==> src/rtl/crc16_frame_ctrl.sv <==
// rtl/crc16_frame_ctrl.sv - CRC-16/X.25 byte framing controller: appends FCS (mode 0) or checks residue (mode 1)
module crc16_frame_ctrl #(
  parameter int CNT_W = 16
) (
  input  logic             clk,
  input  logic             rst,
  input  logic             mode,
  input  logic [7:0]       in_data,
  input  logic             in_valid,
  input  logic             in_last,
  output logic             in_ready,
  output logic [7:0]       out_data,
  output logic             out_valid,
  output logic             out_last,
  input  logic             out_ready,
  output logic             crc_ok,
  output logic             crc_err,
  output logic             busy,
  output logic [CNT_W-1:0] frame_cnt,
  output logic [CNT_W-1:0] err_cnt
);

  typedef enum logic [1:0] {IDLE, DATA, FCS_LO, FCS_HI} stateT;

  localparam logic [15:0]      CRC_INIT = 16'hFFFF;
  localparam logic [15:0]      RESIDUE  = 16'hF0B8;
  localparam logic [CNT_W-1:0] CNT_MAX  = '1;

  // Reflected CRC-16 (poly 0x1021 bit-reversed to 0x8408), one byte LSB first.
  function automatic logic [15:0] crcByte(input logic [15:0] c, input logic [7:0] d);
    logic [15:0] r;
    r = c ^ {8'h00, d};
    for (int i = 0; i < 8; i++) begin
      r = r[0] ? ((r >> 1) ^ 16'h8408) : (r >> 1);
    end
    return r;
  endfunction

  stateT       state;
  logic [15:0] crc;
  logic [15:0] crcNext;
  logic        modeReg;
  logic        frameMode;
  logic        outFree;
  logic        outTaken;
  logic        accept;

  assign outFree   = !out_valid || out_ready;
  assign outTaken  = out_valid && out_ready;
  assign in_ready  = !rst && (state == IDLE || state == DATA) && outFree;
  assign accept    = in_valid && in_ready;
  assign crcNext   = crcByte(crc, in_data);
  // Mode is taken live on a frame's first byte, then held for the rest of the frame.
  assign frameMode = (state == IDLE) ? mode : modeReg;

  always_ff @(posedge clk) begin
    if (rst) begin
      state     <= IDLE;
      crc       <= CRC_INIT;
      modeReg   <= 1'b0;
      out_data  <= 8'h00;
      out_valid <= 1'b0;
      out_last  <= 1'b0;
      crc_ok    <= 1'b0;
      crc_err   <= 1'b0;
      busy      <= 1'b0;
      frame_cnt <= '0;
      err_cnt   <= '0;
    end else begin
      crc_ok  <= 1'b0;
      crc_err <= 1'b0;

      if (outTaken) begin
        out_valid <= 1'b0;
      end
      if (outTaken && out_last) begin
        busy <= 1'b0;
        if (frame_cnt != CNT_MAX) begin
          frame_cnt <= frame_cnt + 1'b1;
        end
      end

      case (state)
        IDLE, DATA: begin
          if (accept) begin
            busy      <= 1'b1;
            crc       <= crcNext;
            out_data  <= in_data;
            out_valid <= 1'b1;
            out_last  <= in_last && frameMode;
            if (state == IDLE) begin
              modeReg <= mode;
            end
            if (!in_last) begin
              state <= DATA;
            end else if (!frameMode) begin
              state <= FCS_LO;
            end else begin
              state   <= IDLE;
              crc     <= CRC_INIT;
              crc_ok  <= (crcNext == RESIDUE);
              crc_err <= (crcNext != RESIDUE);
              if (crcNext != RESIDUE && err_cnt != CNT_MAX) begin
                err_cnt <= err_cnt + 1'b1;
              end
            end
          end
        end
        FCS_LO: begin
          if (outFree) begin
            out_data  <= ~crc[7:0];
            out_valid <= 1'b1;
            out_last  <= 1'b0;
            state     <= FCS_HI;
          end
        end
        FCS_HI: begin
          if (outFree) begin
            out_data  <= ~crc[15:8];
            out_valid <= 1'b1;
            out_last  <= 1'b1;
            state     <= IDLE;
            crc       <= CRC_INIT;
          end
        end
        default: state <= IDLE;
      endcase
    end
  end

endmodule

==> config.mk <==
export PLATFORM = sky130hd
export DESIGN_NAME = crc16_frame_ctrl
export DESIGN_NICKNAME = d
export VERILOG_FILES = /design/src/rtl/crc16_frame_ctrl.sv
export SDC_FILE = /design/constraint.sdc
export NUM_CORES = 1
export LEC_CHECK = 0
export ABC_AREA = 1
export BUFFER_PORTS_ARGS = -buffer_cell sky130_fd_sc_hd__buf_2
export CAP_MARGIN = 10
export CORE_MARGIN = 2
export CORE_UTILIZATION = 35
export CTS_CLUSTER_DIAMETER = 200
export DETAILED_ROUTE_END_ITERATION = 6
export HOLD_SLACK_MARGIN = 0.06
export PLACE_DENSITY = 0.6
export RECOVER_POWER = 100
export SLEW_MARGIN = 10
export SYNTH_ARGS = -nofsm -noshare
export SYNTH_HDL_FRONTEND = slang
export SYNTH_SLANG_ARGS = --single-unit
==> constraint.sdc <==
create_clock -name clk -period 1.9 [get_ports clk]
set_input_delay 0.095 -clock clk [delete_from_list [all_inputs] [get_ports clk]]
set_output_delay 0.095 -clock clk [all_outputs]
set_load 0.01 [all_outputs]
* Yosys cells after proc, flatten, opt, wreduce, memory -nomap -nowiden
Cells that the tools add are included.
** Word-level totals
- Bits in registers :: 64
- Bits in latches :: 0
- Memory bits (writable) :: 0
- Bits in read-only memories :: 0
- Word-level logic and storage cells :: 94
- Memories :: 0
** Operators by class
- Add/sub/neg operators :: 2
- $mul :: 0
- Div/mod/pow operators :: 0
- $lt $le $gt $ge :: 0
- Equality and inequality tests :: 10
- Shift operators :: 0
- Mux-type cells :: 35
- Bitwise operators :: 15
- Reductions and logical operators :: 21
** Operators by type and width (number)
- two-way mux 16 bit :: 12
- inequality test 16 bit (second input constant) :: 3
- adder 16 x 1 -> 16 bit (second input constant) :: 2
- case mux 16 bit (2 select lines) :: 1
- two-way mux 8 bit :: 3
- NOT 2 -> 3 bit :: 8
- case mux 8 bit (3 select lines) :: 1
- == test 16 bit (second input constant) :: 1
- NOT 8 bit :: 2
- bitwise XOR 16 x 8 -> 16 bit :: 1
- two-way mux 1 bit :: 10
- two-way mux 2 bit :: 5
- logical AND 1 bit :: 7
- inequality test 2 bit (second input constant) :: 3
- case mux 2 bit (3 select lines) :: 1
- AND reduction 3 bit :: 2
- AND reduction 5 bit :: 1
- OR reduction 5 bit :: 1
- == test 2 bit (second input constant) :: 2
- NOT 1 bit :: 4
- AND reduction 2 bit :: 2
- OR reduction 2 bit :: 2
- case mux 1 bit (3 select lines) :: 1
- == test 2 x 1 -> 1 bit (second input constant) :: 1
- other kinds (5) :: 7

* Longest topological paths before layout
Gate-level depths: netlist of the first run.
- Depth after elaboration :: 21
- Mapped depth :: 15
- Gate-level depth less buffers :: 14

* Worst setup path before layout of the first run
OpenSTA, ideal clock, no wires.
- Path type :: register to register
- From :: register err_cnt[0]
- To :: register err_cnt[12]
- Library setup time :: 0.070 ns
- Arrival :: 1.684 ns
- Data required time :: 1.830 ns
- Slack :: 0.146 ns
- Cell stages (with the launch flop) :: 11
- Path buffers :: 1
- Path through :: dfxtp_1 -> ha_1 -> nand2_1 -> nor3_2 -> nand3b_1 -> nor3_2 -> nor3_4 -> nand2_4 -> buf_6 -> nand2_1 -> a21oi_1
** On the way
- Word-level cells in the longest chain between the ends :: 3
- Elaborated cells on any way between the ends :: 4
- Those cells by class :: add/sub: 1; eq/ne: 1; reduce/logical: 2
** RTL lines
- start: declaration :: RTL line 20 : output logic [CNT_W-1:0] err_cnt
- start signal: assignment :: RTL line 104 : err_cnt <= err_cnt + 1'b1;
- parallel branches: the longest is 3 deep, another holds adder 16 x 1 -> 16 bit
Parallel ways; which one is timed is not known.
A chain may end at the register's enable or synchronous reset.

* Final worst setup path of the first run
- From :: register state[1]
- To :: register out_data[4]
** On the way
- Word-level cells in the longest chain between the ends :: 7
- Elaborated cells on any way between the ends :: 14
- Those cells by class :: eq/ne: 6; mux: 1; reduce/logical: 7
** RTL lines
- start: declaration :: RTL line 39 : stateT state;
- start signal: assignment :: RTL line 58 : state <= IDLE;
- start signal: assignment :: RTL line 95 : state <= DATA;
- start signal: assignment :: RTL line 97 : state <= FCS_LO;
- == test 2 x 1 -> 1 bit or logical NOT 2 bit (tied branches) :: RTL line 50, 83
- logical OR 1 bit :: RTL line 50 : assign in_ready = !rst && (state == IDLE || state == DATA) && outFree;
- logical AND 1 bit (2 in a row) :: RTL line 50
- logical AND 1 bit :: RTL line 51 : assign accept = in_valid && in_ready;
- inequality test 2 bit (no source line)
- AND reduction 3 bit (no source line)
- end signal: assignment :: RTL line 88 : out_data <= in_data;
- end signal: assignment :: RTL line 111 : out_data <= ~crc[7:0];
- end signal: assignment :: RTL line 119 : out_data <= ~crc[15:8];
- end: declaration :: RTL line 12 : output logic [7:0] out_data,
Parallel ways exist; a longest one is shown, timed or not.

==> out/qor.yml, run 1 <==
status: "completed"
final_core_utilization_pct: 45.6
wire_per_inst_um: 12.5
drtIter0Drc: 190
start_util_pct: 36.4
critPathArrivalTime_ps: 2020
synth_fp_nets: 559
final_nets: 652
vias_per_cell: 4.89
power.density_mw_per_mm2: 738
synth_edf_count: 0
fin_crit_sh_pct: 92.0
power_switching_share_pct: 28.8
synthesis.area_mm2: 0.00359
synth_top_area_cell: "dfxtp_1"
cts_tree: "yes"
slew_headroom_pct: 72.7
portBuffers: 59
leakagePower_nw: 1.95
min-delay-start: "in_last"
synthFlopType: "dfxtp_1"
track_usage_pct: 17.7
fillers: 1062
crit_fanout: 13
grt_max_degree: 33
first_global_vias: 3474
die_x_um: 105
gr-total-overflow: 0
comb_power_share_pct: 15.7
end_kind: "register"
intPower_mw: 2.36
max-vdd-ir-drop_mv: 0.370
cts_root_buf: "clkbuf_8"
vias: 3783
wirelength_um: 9650
slew_viol_final: 0
synth_common_cells: "168 x nand2_1, 64 x dfxtp_1, 56 x inv_1"
clkLatencyLatePin_ps: 350
cp.required_ps: 2170
n_antenna_cell: 0
ys_ff_latch: 64
die_area_mm2: 0.0111
p_sw_uw: 956
antenna_found_initial: 0
dr.pass1.iters: 5
cts_hold_buf: 0
async_reset_ff_share_pct: 0
dpl-instance-area_mm2: 0.00424
drive_above_1_share_pct: 17.0
critPathKind: "reg -> reg"
clk_pin_slew_ps: 70
rsz0062_at_grt: "false"
startpoint: "state[1]"
setup-violations-final: 0
syn_avg_cell_area_um2: 6.61
die_h_um: 105
fin_skew_ps: 9.14
area_delta_synth_final_pct: 25.2
start_kind: "register"
max_clock_freq_mhz: 572
tns_ps: 0
p_seq_share_pct: 43.4
period_minus_slack_ps: 1750
place_congestion: 0.887
pwr-share-clk_pct: 40.9
core_area_mm2: 0.00986
rr_startpoint: "state[1]"
io_pins: 60
ys_seq_area_share_pct: 35.7
syn-instance-count: 543
yosysUniqueCellTypes: 35
cts_buffers: 9
yosysWarningCount: 0
drc: 0
final_area_mm2: 0.00450
grt_pass1_wl_um: 16000
cts_max_level: 3
synthTopCellsByArea: "dfxtp_1 36%, nand2_1 18%, a21oi_1 7.0%"
clock_sinks: 64
num_rows: 36
cap_violations: 0
yosysMostFrequentCell: "nand2_1"
hold_violations: 0
hp-class: "in -> reg"
clockBufferDepth: 2
yosysTopAreaCellShare_pct: 35.7
dpl.hpwl_um: 7220
ant_nets: 0
hold_ws_ps: 101
tightest_slew_ps: 408
p_total_mw: 3.32
==> placed cells by master (no fill, tap or decap), types with 4 or more instances in the layout <==
cell type and instances:
nand2_1 162, dfxtp_1 59, inv_1 54, a21oi_1 49
clkbuf_1 45, nand3_1 39, o21ai_0 34, buf_4 26
nor2_1 25, buf_2 20, nand2_2 15, xor2_1 13
clkbuf_8 10, nor3_1 8, o22ai_1 8, xnor2_1 7
o211ai_1 7, inv_2 6, dfxtp_2 5, nor4_1 4
==> flip-flops by register name, summed over array words and instances, names as in the netlist <==
signal / count
out_data: 8
busy: 1
state: 2
crc_err: 1
out_valid: 1
modeReg: 1
err_cnt: 16
out_last: 1
crc_ok: 1
frame_cnt: 16
crc: 16
==> metal layers <==
metal | track usage (%) | share of wire [%]
met1 | 22.8 | 47
met5 | 0 | 0
met4 | 5.43 | 1.1
met2 | 29.4 | 48
met3 | 3.77 | 4.5
==> power by group through the flow <==
stage	clock network [mW]	logic (mW)	registers (mW)
after CTS	1.40	0.519	1.43
after global routing	1.43	0.594	1.44
after detailed placement	0	0.512	1.47
after global placement	0	0.506	1.46
final	1.36	0.522	1.44
after floorplan	0	0.342	1.47
==> critical path: stages (launching register included) <==
cell	delay, ps
dfxtp_1	370
clkbuf_2	320
inv_1	130
nor2_1	350
clkbuf_2	250
a21oi_1	100
a21oi_1	150
==> cell type report <==
cell class              count  area, um2  share of cell area [%]
clock inverters             6       91.3                    2.03
flip-flops and latches     64       1290                    28.6
inverters                  62        235                    5.23
well taps                 133        166                    3.70
multi-input cells         401       2050                    45.6
clock buffers              10        138                    3.06
repair buffers             98        529                    11.8
==> path summary, 6_finish.rpt <==
| kind | to | slack [ps] | cells after the start |
|---|---|---|---|
| worst min-delay path | state[0] | 100 | 4 |
| worst max-delay path | out_data[4] | 150 | 6 |
| worst min register to register | modeReg | 470 | 2 |
| worst max register to register | out_data[4] | 150 | 6 |
==> logic make-up after synthesis <==
kind of cell / synth area share, %
xor gates and xnor gates: 5.12
AOI/OAI and AO/OA: 16.7
DFF: 35.7
and+or+nand+nor: 33.2
buffers and inverters: 8.64
adders and majority gates: 0.697
==> metrics by stage <==
stage | std cells | setup slack [ps]
global placement | 752 | -65.6
finish | 774 | 153
floorplan | 543 | 146
detailed placement | 752 | -11.1
global route | 774 | 10.4
CTS | 771 | 47.2
==> what timing repair did <==
item / CTS / global route
buffers inserted: 3 / 2
endpoints found under the setup margin: 11 / 26
pin swaps: 1 / 5
cloned: 0 / 1
resized for setup: 1 / 25
Note: power is estimated with default switching activity, not from simulation.
==> run 2: changes to the inputs <==
Settings changed: CTS_BUF_LIST set to sky130_fd_sc_hd__clkbuf_4.
==> out/qor.yml, run 2 (same netlist as run 1, synthesis figures left out) <==
status: "completed"
hold_violations: 0  # unchanged
drtIter0Drc: 178  # -6.3%
cts_root_buf: "clkbuf_4"
antenna_found_initial: 0  # unchanged
critPathArrivalTime_ps: 2070  # +50 ps
tightest_slew_ps: 539  # +131 ps
final_nets: 654  # +0.31%
rr_startpoint: "err_cnt[0]"
io_pins: 60  # unchanged
leakagePower_nw: 1.97  # +0.65%
core_area_mm2: 0.00986  # unchanged
mostFrequentLayoutCells: "160 x nand2_1, 57 x dfxtp_1, 55 x inv_1"
die_h_um: 105  # unchanged
die_area_mm2: 0.0111  # unchanged
clock_sinks: 64  # unchanged
drc: 0  # unchanged
ant_nets: 0  # unchanged
n_antenna_cell: 0  # unchanged
layout_setup_ws_ps: 133  # -19.6 ps
area_delta_synth_final_pct: 25.1  # about the same
crit_fanout: 10  # -3
max_clock_freq_mhz: 566  # -1.1%
slew_headroom_pct: 63.7  # -8.9 points
crit_cells: 10  # +4
pre_cts_ws_ps: -11.1  # unchanged
cp.required_ps: 2200  # +30 ps
vias_per_cell: 4.87  # -0.36%
dr.pass1.iters: 5  # unchanged
end_kind: "register"
cp_common_cell: "nor3_4"
grt_pass1_wl_um: 16100  # +0.31%
first_global_vias: 3479  # +0.14%
critPathKind: "reg -> reg"
die_x_um: 105  # unchanged
grt_max_degree: 33  # unchanged
fin_crit_sh_pct: 93.0  # +1.0 points
cts_buffers: 9  # unchanged
holdPathStages: 5  # +1
top_regs: "crc: 16 flops, err_cnt: 16 flops, frame_cnt: 16 flops"
clk_pin_slew_ps: 110  # +40 ps
multiInputGateArea_mm2: 0.00207  # +0.98%
wirelength_um: 9740  # +0.93%
num_rows: 36  # unchanged
comb_power_share_pct: 17.3  # +1.6 points
slew_viol_final: 0  # unchanged
tns_ps: 0  # unchanged
final_core_utilization_pct: 45.5  # about the same
min-delay-start: "mode"
seq_area_mm2: 0.00129  # +0.19%
power.density_mw_per_mm2: 677  # -8.2%
pwr-share-clk_pct: 35.4  # -5.5 points
fin_skew_ps: 14.6  # +5.50 ps
cts_max_level: 3  # unchanged
cap_violations: 0  # unchanged
power_switching_share_pct: 30.3  # +1.5 points
hp-class: "in -> reg"
cpMaxStageDelayCell: "dfxtp_2"
place_congestion: 0.887  # unchanged
fillers: 1065  # +0.28%
path_buf_inv: 2  # -1
clockBufferDepth: 2  # unchanged
layout_commonest_cell: "nand2_1"
max-vdd-ir-drop_mv: 0.347  # -6.2%
instances_no_fill: 776  # +0.26%
start_kind: "register"
portBuffers: 59  # unchanged
intPower_mw: 2.12  # -10%
drive_above_1_share_pct: 17.4  # +0.41 points
p_seq_share_pct: 47.3  # +3.9 points
vias: 3779  # -0.11%
p_sw_uw: 922  # -3.6%
reg2reg_depth: 10  # +4
dpl.hpwl_um: 7220  # unchanged
cts_tree: "yes"
max_stage_delay_ps: 360  # about the same
cp_top_family: "simple AND/OR/NAND/NOR gates"
setup-violations-final: 0  # unchanged
period_minus_slack_ps: 1770  # +19.6 ps
place_inst: 752  # unchanged
startpoint: "err_cnt[0]"
path_cells: "ha_4 > nand2_2 > nor3_4 > nand3b_1 > nor3_2 > nor3_4 > buf_4 > buf_12 > a21oi_2 > nor2_1"
track_usage_pct: 17.8  # +0.11 points
clkLatencyLatePin_ps: 410  # +60 ps
hold_ws_ps: 108  # +6.81 ps
gr-total-overflow: 0  # unchanged
wire_per_inst_um: 12.6  # +0.67%
start_util_pct: 36.4  # unchanged
==> run 2: area by class of cell <==
type	count	area share [%]
Inverter	62	5.24
Sequential cell	64	28.7
Multi-Input combinational cell	401	46.0
Clock buffer	9	1.50
Clock inverter	7	2.12
Timing Repair Buffer	100	12.7
Tap cell	133	3.70
==> run 2: path summary, 6_finish.rpt <==
| kind | end | slack [ps] |
|---|---|---|
| hold reg to reg | modeReg | 480 |
| setup / recovery | err_cnt[0] | 130 |
| hold / removal | modeReg | 110 |
| setup reg to reg | err_cnt[0] | 130 |
==> run 2: through the flow <==
stage	instance area (um2)	power, mW
finish	4490	3.04
global route	4490	3.20
CTS	4460	3.07
detailed placement	4240	1.98
global placement	4240	1.97
floorplan	3590	1.81
==> run 2: worst reg2reg max path, cell delays in order (launching register included) <==
cell      delay [ps]
dfxtp_2          360
ha_4             140
nand2_2           70
nor3_4           190
nand3b_1         110
nor3_2           250
nor3_4            70
buf_4            160
buf_12           140
a21oi_2          130
nor2_1            50
==> run 2: metal layers <==
| metal | routed length (um) | vias to the layer above | GRT usage, % |
|---|---|---|---|
| li1 | - | 1974 | - |
| met1 | 4410 | 1688 | 23.0 |
| met2 | 4620 | 105 | 29.4 |
| met3 | 585 | 12 | 4.51 |
| met4 | 126 | 0 | 4.86 |
| met5 | 0 | - | 0 |
==> run 2: power groups by stage <==
stage | Combinational [mW] | Sequential [mW] | Clock (mW)
CTS | 0.525 | 1.44 | 1.11
floorplan | 0.342 | 1.47 | 0
global route | 0.599 | 1.45 | 1.16
detailed placement | 0.512 | 1.47 | 0
finish | 0.526 | 1.44 | 1.08
global placement | 0.506 | 1.46 | 0
==> run 2: what timing repair did <==
| item | 4_1_cts | 5_1_grt |
|---|---|---|
| setup buffers | 3 | 1 |
| pin swaps | 1 | 4 |
| resized for setup | 1 | 28 |
| hold buffers | 3 | 0 |
| setup endpoints to repair | 15 | 26 |
| gates cloned | 0 | 1 |
| endpoints found under the hold margin | 2 | 0 |
==> run 3: changes to the inputs <==
Clock period 1.9 ns to 2.27 ns, I/O delays scaled along.
==> out/qor.yml, run 3 (same netlist as run 1, synthesis figures left out) <==
grt_max_degree: 33  # unchanged
cap_violations: 0  # unchanged
slew_viol_final: 0  # unchanged
track_usage_pct: 18.1  # +0.36 points
clock_sinks: 64  # unchanged
die_area_mm2: 0.0111  # unchanged
antenna_found_initial: 0  # unchanged
status: "completed"
p_sw_uw: 777  # -16%
die_h_um: 105  # unchanged
drc: 0  # unchanged
fin_skew_ps: 24.9  # +10.2 ps
final_core_utilization_pct: 42.3  # -3.2 points
clockBufferDepth: 2  # unchanged
end_kind: "register"
r2r_slack_ps: 230  # +90 ps
drtIter0Drc: 153  # -14%
intPower_mw: 1.75  # -17%
clk_pin_slew_ps: 130  # +20 ps
reg2reg_depth: 10  # unchanged
crit_fanout: 7  # -3
hold_violations: 0  # unchanged
dpl.hpwl_um: 7190  # -0.38%
cts_buffers: 9  # unchanged
power_switching_share_pct: 30.7  # +0.43 points
p_total_mw: 2.53  # -17%
gr-total-overflow: 0  # unchanged
power.density_mw_per_mm2: 606  # -11%
tns_ps: 0  # unchanged
clkLatencyLatePin_ps: 420  # about the same
n_antenna_cell: 0  # unchanged
cts_root_buf: "clkbuf_4"
fillers: 1100  # +3.3%
wire_per_inst_um: 13.2  # +4.9%
leakagePower_nw: 1.78  # -9.7%
holdPathStages: 5  # unchanged
rr_startpoint: "frame_cnt[0]"
max-vdd-ir-drop_mv: 0.333  # -4.0%
place_congestion: 0.875  # -1.3%
core_area_mm2: 0.00986  # unchanged
holdPathEnd: "modeReg"
io_pins: 60  # unchanged
period_minus_slack_ps: 2040  # +276 ps
drive_above_1_share_pct: 9.76  # -7.7 points
ant_nets: 0  # unchanged
fin_crit_sh_pct: 90.0  # -3.0 points
dr.pass1.iters: 4  # -1
max_clock_freq_mhz: 489  # -14%
hp-class: "in -> reg"
grt_pass1_wl_um: 16300  # +1.7%
critPathKind: "reg -> reg"
setup-violations-final: 0  # unchanged
first_global_vias: 3439  # -1.1%
wirelength_um: 9850  # +1.1%
portBuffers: 59  # unchanged
final_nets: 626  # -4.3%
reg2reg_to: "frame_cnt[4]"
top_regs: "crc: 16 flops, err_cnt: 16 flops, frame_cnt: 16 flops"
critPathArrivalTime_ps: 2370  # +300 ps
rsz0062_at_grt: "false"
area_delta_synth_final_pct: 16.2
comb_power_share_pct: 16.2  # -1.1 points
min-delay-start: "mode"
cts_tree: "yes"
tightest_slew_ps: 695  # +156 ps
layout_commonest_cell: "nand2_1"
cp.required_ps: 2600  # +400 ps
mostFrequentLayoutCells: "169 x nand2_1, 64 x dfxtp_1, 56 x inv_1"
die_x_um: 105  # unchanged
vias_per_cell: 4.96  # +1.9%
vias: 3712  # -1.8%
pwr-share-clk_pct: 36.2  # +0.8 points
slew_headroom_pct: 53.5  # -10 points
num_rows: 36  # unchanged
p_seq_share_pct: 47.7  # +0.4 points
cts_max_level: 3  # unchanged
start_kind: "register"
start_util_pct: 36.4  # unchanged
run 3: cell count changes in the layout (fill, tap and decap cells not counted), sizes merged:
cell	change
clkinvlp	-1
inv	-1
clkinv	+2
buf	-33
clkbuf	+5
run 3: what timing repair did:
item | in CTS | in global routing
buffers inserted | 0 | 3
setup endpoints to repair | 0 | 2
resized for setup | 0 | 1
hold buffers | 3 | 0
hold endpoints to repair | 3 | 0
run 3: worst max-delay path: stages, from the launching register on:
cell	delay, ps
dfxtp_1	420
ha_1	220
nand3_1	90
nor3_1	140
nand3_1	100
nand2_1	210
clkinvlp_2	230
clkbuf_1	190
nand3_1	140
o21bai_1	90
o211a_1	120
run 3: final cells by class:
cell class              instances  area, um2  area share (%)
multi-input cells             401       2000            47.9
flip-flops and latches         64       1280            30.7
repair buffers                 72        332            7.95
inverters                      62        234            5.61
well taps                     133        166            3.99
clock inverters                 7       95.1            2.28
clock buffers                   9       67.6            1.62
run 3: per-layer routing:
layer  vias up  GRT usage [%]  wire [um]
met1      1696           23.5       4660
met3        15           4.21        456
met2        83           30.0       4600
li1       1918              -          -
met5         -              0          0
met4         0           5.52        136
run 3: how the worst max path moves through the flow:
stage | start | to | slack (ps) | cells after the start
2_1_floorplan | err_cnt[0] | err_cnt[12] | 520 | 10
3_3_place_gp | frame_cnt[0] | frame_cnt[12] | 280 | 10
3_5_place_dp | frame_cnt[0] | frame_cnt[12] | 250 | 10
4_1_cts | frame_cnt[0] | frame_cnt[12] | 220 | 10
5_1_grt | state[0] | err_cnt[3] | 20 | 10
6_report | frame_cnt[0] | frame_cnt[4] | 230 | 10
run 3: metrics by stage:
| stage | cell area [um2] | instances | hold slack [ps] | setup WS, ps |
|---|---|---|---|---|
| 6_report | 4170 | 748 | 104 | 227 |
| 5_1_grt | 4170 | 748 | 119 | 21.1 |
| 4_1_cts | 4220 | 745 | 62.4 | 217 |
| 3_5_place_dp | 4030 | 726 | 418 | 254 |
| 3_3_place_gp | 4030 | 726 | 417 | 280 |
| 2_1_floorplan | 3590 | 543 | 268 | 516 |
run 3: power by group through the flow:
stage          registers [mW]  clock network [mW]  logic (mW)
2_1_floorplan            1.23                   0       0.286
3_3_place_gp             1.23                   0       0.404
3_5_place_dp             1.23                   0       0.409
4_1_cts                  1.20               0.939       0.416
5_1_grt                  1.21               0.990       0.468
6_report                 1.21               0.915       0.409
